### src/rtl/rom_arb.sv
// Two-port round-robin arbiter in front of a single-cycle-latency ROM.
// Fetch (i_*) and data (d_*) ports share one response path with a hold register for stalls.
module rom_arb #(
    parameter int ADDR_W = 10,
    parameter int DATA_W = 32
) (
    input  logic              clk,
    input  logic              rst_n,
    input  logic              i_req,
    input  logic [ADDR_W-1:0] i_addr,
    output logic              i_gnt,
    output logic              i_rvalid,
    input  logic              i_rready,
    input  logic              d_req,
    input  logic [ADDR_W-1:0] d_addr,
    output logic              d_gnt,
    output logic              d_rvalid,
    input  logic              d_rready,
    output logic [DATA_W-1:0] rdata,
    output logic [ADDR_W-1:0] rom_addr,
    input  logic [DATA_W-1:0] rom_dout
);

    typedef enum logic [1:0] {IDLE, RESP, HOLD} state_t;

    state_t            state_reg;
    logic              owner_reg;   // 1 = data port owns the outstanding response
    logic              last_reg;    // 1 = data port was granted most recently
    logic [ADDR_W-1:0] addr_reg;
    logic [DATA_W-1:0] hold_reg;

    logic owner_rready;
    logic can_issue;
    logic pick_d;
    logic any_gnt;

    always_comb begin
        owner_rready = owner_reg ? d_rready : i_rready;
        can_issue    = (state_reg == IDLE) || owner_rready;
        pick_d       = d_req && (!i_req || !last_reg);
        // Gated by rst_n so grants drop the instant reset asserts.
        i_gnt        = rst_n && can_issue && i_req && !pick_d;
        d_gnt        = rst_n && can_issue && pick_d;
        any_gnt      = i_gnt || d_gnt;
    end

    assign rom_addr = d_gnt ? d_addr : (i_gnt ? i_addr : addr_reg);

    always_comb begin
        i_rvalid = (state_reg != IDLE) && !owner_reg;
        d_rvalid = (state_reg != IDLE) && owner_reg;
        rdata    = '0;
        if (state_reg == RESP)
            rdata = rom_dout;
        else if (state_reg == HOLD)
            rdata = hold_reg;
    end

    always_ff @(posedge clk or negedge rst_n) begin
        if (!rst_n) begin
            state_reg <= IDLE;
            owner_reg <= 1'b0;
            last_reg  <= 1'b1;
            addr_reg  <= '0;
            hold_reg  <= '0;
        end else begin
            if (any_gnt) begin
                state_reg <= RESP;
                owner_reg <= d_gnt;
                last_reg  <= d_gnt;
                addr_reg  <= rom_addr;
            end else begin
                case (state_reg)
                    RESP: begin
                        if (owner_rready) begin
                            state_reg <= IDLE;
                        end else begin
                            state_reg <= HOLD;
                            hold_reg  <= rom_dout;
                        end
                    end
                    HOLD: begin
                        if (owner_rready)
                            state_reg <= IDLE;
                    end
                    default: state_reg <= IDLE;
                endcase
            end
        end
    end

endmodule

### config.mk
export PLATFORM = sky130hd
export DESIGN_NAME = rom_arb
export DESIGN_NICKNAME = d
export VERILOG_FILES = /design/src/rtl/rom_arb.sv
export SDC_FILE = /design/constraint.sdc
export NUM_CORES = 1
export LEC_CHECK = 0
export BUFFER_PORTS_ARGS = -buffer_cell sky130_fd_sc_hd__buf_2
export CORE_UTILIZATION = 40
export CTS_BUF_LIST = sky130_fd_sc_hd__clkbuf_8
export CTS_CLUSTER_DIAMETER = 30
export DETAILED_ROUTE_END_ITERATION = 10
export PLACE_DENSITY_LB_ADDON = 0.05
export SLEW_MARGIN = 20
export SYNTH_ARGS = -nofsm -noshare
export SYNTH_HDL_FRONTEND = slang
export SYNTH_SLANG_ARGS = --single-unit
### constraint.sdc
create_clock -name clk -period 3.9 [get_ports clk]
set_input_delay 0.39 -clock clk [delete_from_list [all_inputs] [get_ports clk]]
set_output_delay 0.39 -clock clk [all_outputs]
set_load 0.02 [all_outputs]
==> results of run 1 <==
==> how the worst max path moves through the flow <==
stage | endpoint | cells after the start
global route | rdata[3] | 4
floorplan | rom_addr[0] | 4
detailed placement | hold_reg[29]$_DFFE_PN0P_ | 3
global placement | hold_reg[6]$_DFFE_PN0P_ | 3
CTS | rdata[31] | 4
finish | rom_addr[8] | 4
==> per-stage QoR <==
step	instances	instance area (sq um)	util	hold slack [ns]
detailed placement	355	2965	0.5225	0.4747
global route	363	3075	0.5419	0.2642
CTS	363	3075	0.5419	0.2328
finish	363	3075	0.5419	0.2008
floorplan	193	2414	-	0.09441
global placement	355	2965	0.5225	0.4717
==> worst max-delay path: stages (launching register included) <==
cell     delay (ns)
dfrtp_1        0.41
or2_2          0.32
a21oi_2        0.68
o22ai_1        0.20
buf_2          0.21
==> placed cells by master (no fill, tap or decap), types with 2 or more instances in the layout <==
cell type    n
clkbuf_8     8
nand2_1      2
mux2_4      30
dfrtp_1     45
a32oi_1     10
buf_4        5
inv_1       13
buf_2      103
nor2_1       4
a22o_1      32
nor2b_2      2
o21ai_0      2
o22ai_1     21
mux2_2       3
==> area by class of cell <==
type | count | share of cell area
Sequential cell | 46 | 0.3747
Tap cell | 72 | 0.02929
Clock buffer | 8 | 0.03580
Multi-Input combinational cell | 116 | 0.3645
Inverter | 13 | 0.01587
Timing Repair Buffer | 108 | 0.1798
==> synthesized netlist by cell type, drive strengths merged <==
| library cell | instances |
|---|---|
| or2 | 1 |
| clkbuf | 8 |
| o21a | 1 |
| nand2b | 1 |
| nor2 | 4 |
| o21ai | 3 |
| o22ai | 21 |
| a32oi | 10 |
| buf | 10 |
| inv | 13 |
| nand2 | 3 |
| dfrtp | 45 |
| a22o | 32 |
| dfstp | 1 |
| a21oi | 2 |
| a21boi | 1 |
| mux2 | 33 |
| nor2b | 2 |
| mux2i | 1 |
| o211ai | 1 |
==> cell families (layout without fill, tap and decap cells) <==
kind of cell    count (synthesis)  in the layout
simple gates                   11             11
buf+inv                        31            129
flops                          46             46
compound gates                 71             71
mux                            34             34
==> routing by layer <==
layer | up-vias | share of wire
met5 | - | 0
met4 | 0 | 0.0028
met1 | 921 | 0.48
met3 | 2 | 0.050
met2 | 56 | 0.46
li1 | 925 | -
==> power by group <==
group / switching, uW / internal (uW)
logic: 417 / 450
clock network: 152 / 179
registers: 116 / 691
==> impl_metrics.yaml, run 1 <==
cts:
  htree_levels: 2
  clk-insertion-delay-late_ns: 0.29
  cts-root-to-sink-buffers: 2
  cts_resized: 0
  postCtsSetupBuffers: 0
  root_buffer: "clkbuf_8"
  cts_made_buffers: 5
  clkTransAtPathRegs_ns: 0.08
  cts.sinks: 46
  cts_tree: "done"
  postCtsHoldBufs: 0
sta:
  fin_skew_ns: 0.006099
  finalHoldViolations: 0
  worstMarginPinSlew_ns: 0.8450
  rsz0062_at_grt: "false"
  timing.final.crit_share: 0.6398
  drv_slew: 0
  setup_slack_ns: 1.405
  finalSetupViolations: 0
  tns_ns: 0
  min_period_ns: 2.495
  slew-limit-headroom: 0.4367
  fmax_mhz: 400.8
floorplan:
  core.rowCount: 27
  core_area_sq_mm: 0.005675
  ios: 104
  die-area_sq_mm: 0.006349
  die_h_um: 79.68
  die_w_um: 79.68
  initial_core_util: 0.4253
grt:
  use_met1: 0.2445
  grt-ovfl-total: 0
  gr-usage-met2: 0.2812
  busiest_layer: "met2"
  grt_max_degree: 50
  grt_use_total: 0.1743
  grt_pass1_wl_um: 8638
  antenna_found_initial: 0
  grt_pass1_vias: 1806
  grtUsageMet3: 0.03200
yosys:
  ys_ff_latch: 46
  synth.distinct_cells: 26
  synth_top_family_by_area: "compound AO/OA/AOI/OAI gates"
  synth-simple-area-share: 0.02436
  synth_top_area_share: 0.4666
  synth_mux_area_frac: 0.2100
  synth_cells: 193
  ys_seq_area_frac: 0.4774
  synth_area_leaders: "dfrtp_1, mux2_4, a22o_1, o22ai_1, a32oi_1"
  yosys.area.top_type: "dfrtp_1"
  synth_nets: 251
  synth_area_sq_mm: 0.002414
  ys_warn_count: 0
  avgSynthCellArea_sq_um: 12.51
  synthAdderAreaFrac: 0
  synth_compound_area_frac: 0.2281
  synth_xor_area_frac: 0
routing:
  vias: 1904
  ant_nets: 0
  post_drt_wl_per_cell_um: 14.75
  detail_route.iter0.violations: 44
  firstDrtPassIters: 4
  via_per_inst: 5.245
  drc_errors: 0
  totalWireLength_um: 5353
critical_path:
  endpoint_kind: "primary output"
  required_ns: 3.51
  crit_arrival_ns: 2.11
  start_kind: "flop"
  rr_startpoint: "state_reg[0]$_DFFE_PN0P_"
  r2r_end: "hold_reg[7]$_DFFE_PN0P_"
  cp-startpoint: "state_reg[1]$_DFFE_PN0P_"
  worstSetupPathType: "reg2out"
  crit_path_max_fanout: 21
  regToRegSetupSlack_ns: 1.69
  worst-r2r-cell-count: 3
layout:
  drive_above_1_share: 0.5361
  seqCellArea_sq_mm: 0.001152
  nets: 348
  antenna_cells: 0
  area_growth_pct: 27.42
  fillers: 531
  multi_input_area_sq_mm: 0.001121
  largest_reg_flops: 32
placement:
  gp_congestion: 0.7010
  dp_slack_ns: 1.679
  place.port_buffers: 103
  hpwl_um: 3652
flow_run:
  cap_viol_max_count: 0
power_and_ir_drop:
  cellLeakagePower_uw: 0.001636
  irDropWorstVdd_mv: 0.2738
  powerDensity_mw_per_mm2: 652.0
  power_uw: 2005
outcome:
  run_status: "finished clean"
hold_path:
  hp-class: "in2async"
(Power assumes the default switching activity.)
==> run 2, diff against run 1 <==
--- a/config.mk
+++ b/config.mk
@@ -5,6 +5,7 @@
 export SDC_FILE = /design/constraint.sdc
 export NUM_CORES = 1
 export LEC_CHECK = 0
+export ABC_AREA = 1
 export BUFFER_PORTS_ARGS = -buffer_cell sky130_fd_sc_hd__buf_2
 export CORE_UTILIZATION = 40
 export CTS_BUF_LIST = sky130_fd_sc_hd__clkbuf_8
==> constraint.sdc (replaced) <==
create_clock -name clk -period 2.41 [get_ports clk]
set_input_delay 0.241 -clock clk [delete_from_list [all_inputs] [get_ports clk]]
set_output_delay 0.241 -clock clk [all_outputs]
set_load 0.02 [all_outputs]
==> impl_metrics.yaml, run 2 <==
sta:
  finalHoldViolations: 0
  fmax_mhz: 458.8
  finalSetupViolations: 0
  tns_ns: 0
  setup_slack_ns: 0.2303
  min_period_ns: 2.180
  timing.final.crit_share: 0.9044
  worstMarginPinSlew_ns: 0.6226
  rsz0062_at_grt: "false"
  drv_slew: 0
  fin_skew_ns: 0.005333
  hold_ws_ns: 0.1911
  slew-limit-headroom: 0.5849
routing:
  post_drt_wl_per_cell_um: 11.27
  vias: 2337
  totalWireLength_um: 5590
  drc_errors: 0
  detail_route.iter0.violations: 78
  via_per_inst: 4.712
  firstDrtPassIters: 4
  ant_nets: 0
critical_path:
  regToRegSetupSlack_ns: 0.82
  crit_arrival_ns: 1.94
  crit_path_max_fanout: 13
  rr_startpoint: "last_reg$_DFFE_PN1P_"
  required_ns: 2.17
  crit_buf_inv: 2
  cp_top_family: "simple AND/OR/NAND/NOR gates"
  r2r_end: "addr_reg[9]$_DFFE_PN0P_"
  cp_cell_sequence: "inv_2, a21oi_4, nand3_2, nand3_1, nand2_1, buf_2"
  critical-path-slowest-cell: "dfstp_2"
  worstSetupPathType: "reg2out"
  start_kind: "flop"
  endpoint_kind: "primary output"
  slowest_delay_ns: 0.55
  worst-r2r-cell-count: 5
hold_path:
  hp-class: "in2reg"
  min_path_cells: 3
  whs_endpoint: "hold_reg[8]$_DFFE_PN0P_"
  hp-start: "rom_dout[8]"
power_and_ir_drop:
  irDropWorstVdd_mv: 0.4191
  powerDensity_mw_per_mm2: 1145
  cellLeakagePower_uw: 0.001788
yosys:
  synth_top_area_share: 0.4545
  synth_nets: 383
  synth_area_sq_mm: 0.002477
  synth_mux_area_frac: 0
  synth_compound_area_frac: 0.1414
  yosys.area.top_type: "dfrtp_1"
  synthAdderAreaFrac: 0
  synth_cells: 325
  avgSynthCellArea_sq_um: 7.623
  ys_ff_latch: 46
  synth_xor_area_frac: 0
  synth_common_cells: "nand2_1, dfrtp_1, inv_1, o21ai_1, o21ai_0"
  ys.flop_type: "dfrtp_1"
  ys_seq_area_frac: 0.4652
  synth-simple-area-share: 0.2596
  synth_top_family_by_area: "simple AND/OR/NAND/NOR gates"
  synth_area_leaders: "dfrtp_1, nand2_1, o21ai_1, inv_1, o21ai_0"
  async_flop_share: 1.000
  synth.distinct_cells: 25
  ys_warn_count: 0
  yosysMostFrequentCell: "nand2_1"
  synth_edf_count: 0
floorplan:
  die-area_sq_mm: 0.006512
  initial_core_util: 0.4160
  core_area_sq_mm: 0.005956
  die_w_um: 80.70
  die_h_um: 80.70
  ios: 104
  core.rowCount: 28
grt:
  gr-usage-met2: 0.2966
  grtUsageMet3: 0.03977
  grt-ovfl-total: 0
  grt_use_total: 0.1808
  use_met1: 0.2388
  busiest_layer: "met2"
  grt_pass1_wl_um: 8949
  grt_pass1_vias: 1991
  antenna_found_initial: 0
  grt_max_degree: 65
layout:
  nets: 478
  finish.utilization: 0.5216
  final_cells: 496
  largest_reg_flops: 32
  antenna_cells: 0
  drive_above_1_share: 0.3278
  layout_commonest_cell: "buf_2"
  area_growth_pct: 25.40
  final_cell_mix: "buf_2, nand2_1, dfrtp_1, inv_1, o21ai_1"
placement:
  gp_congestion: 0.8124
  hpwl_um: 3862
  dp_slack_ns: 0.3753
  placed_cells: 487
  place.port_buffers: 103
outcome:
  run_status: "finished clean"
cts:
  htree_levels: 2
  cts-root-to-sink-buffers: 2
  cts_made_buffers: 5
  clk-insertion-delay-late_ns: 0.29
  cts.sinks: 46
  root_buffer: "clkbuf_8"
  clkTransAtPathRegs_ns: 0.09
  cts_tree: "done"
flow_run:
  cap_viol_max_count: 0
run 2: cell types whose count changed in the layout (fill, tap and decap cells not counted), sizes merged, moves of 20 or more:
cell   previous run  this run
nand2             3        99
o21ai             3        64
inv              13        50
mux2             33         0
a22o             32         0
o22ai            21         0
nand4             0        20
run 2: cell type report:
| cell class | instances | area, sq um |
|---|---|---|
| clock buffers | 5 | 68.82 |
| clock inverters | 3 | 41.29 |
| inverters | 51 | 191.4 |
| flip-flops and latches | 46 | 1152 |
| well taps | 75 | 93.84 |
| multi-input cells | 208 | 1001 |
| fillers | 629 | 2849 |
| repair buffers | 108 | 558.0 |
run 2: through the flow:
step | area (sq um) | power [uW]
floorplan | 2477 | 2589
global placement | 2977 | 3009
detailed placement | 2977 | 3024
CTS | 3097 | 3604
global route | 3107 | 3878
finish | 3107 | 3556
run 2: worst reg2reg max path: stages (launching register included):
cell and delay [ns]:
dfstp_2 0.55, inv_2 0.05, a21oi_4 0.29, nand3_2 0.31, nand3_1 0.22, nand2_1 0.07
run 2: routing by layer:
layer	vias up	share of wire
li1	1225	-
met4	0	0.011
met3	7	0.057
met1	1027	0.48
met5	-	0
met2	78	0.45
run 2: cell families after synthesis:
kind of cell    after synthesis
buf+inv                      71
compound gates               68
flops                        46
simple gates                140
run 2: worst max-delay path by stage:
stage,slack (ns),to,cells after the start,start
after CTS,0.04,rom_addr[4],6,last_reg$_DFFE_PN1P_
after detailed placement,0.38,rom_addr[9],6,last_reg$_DFFE_PN1P_
final,0.23,rom_addr[4],6,last_reg$_DFFE_PN1P_
after floorplan,0.88,rdata[10],4,state_reg[1]$_DFFE_PN0P_
after global routing,0.11,rom_addr[0],6,last_reg$_DFFE_PN1P_
after global placement,0.41,rom_addr[7],6,last_reg$_DFFE_PN1P_
run 2: report_power, final:
part	total [uW]	switching (uW)	internal, uW
Clock	561	256	305
Combinational	1690	1130	563
Sequential	1310	169	1140
Total	3560	1550	2000
run 2: repair_timing:
action / in CTS / in global routing
endpoints found under the hold margin: 5 / 0
endpoints found under the setup margin: 0 / 10
buffers inserted: 0 / 0
hold buffers: 1 / 0
gates resized for setup: 0 / 2
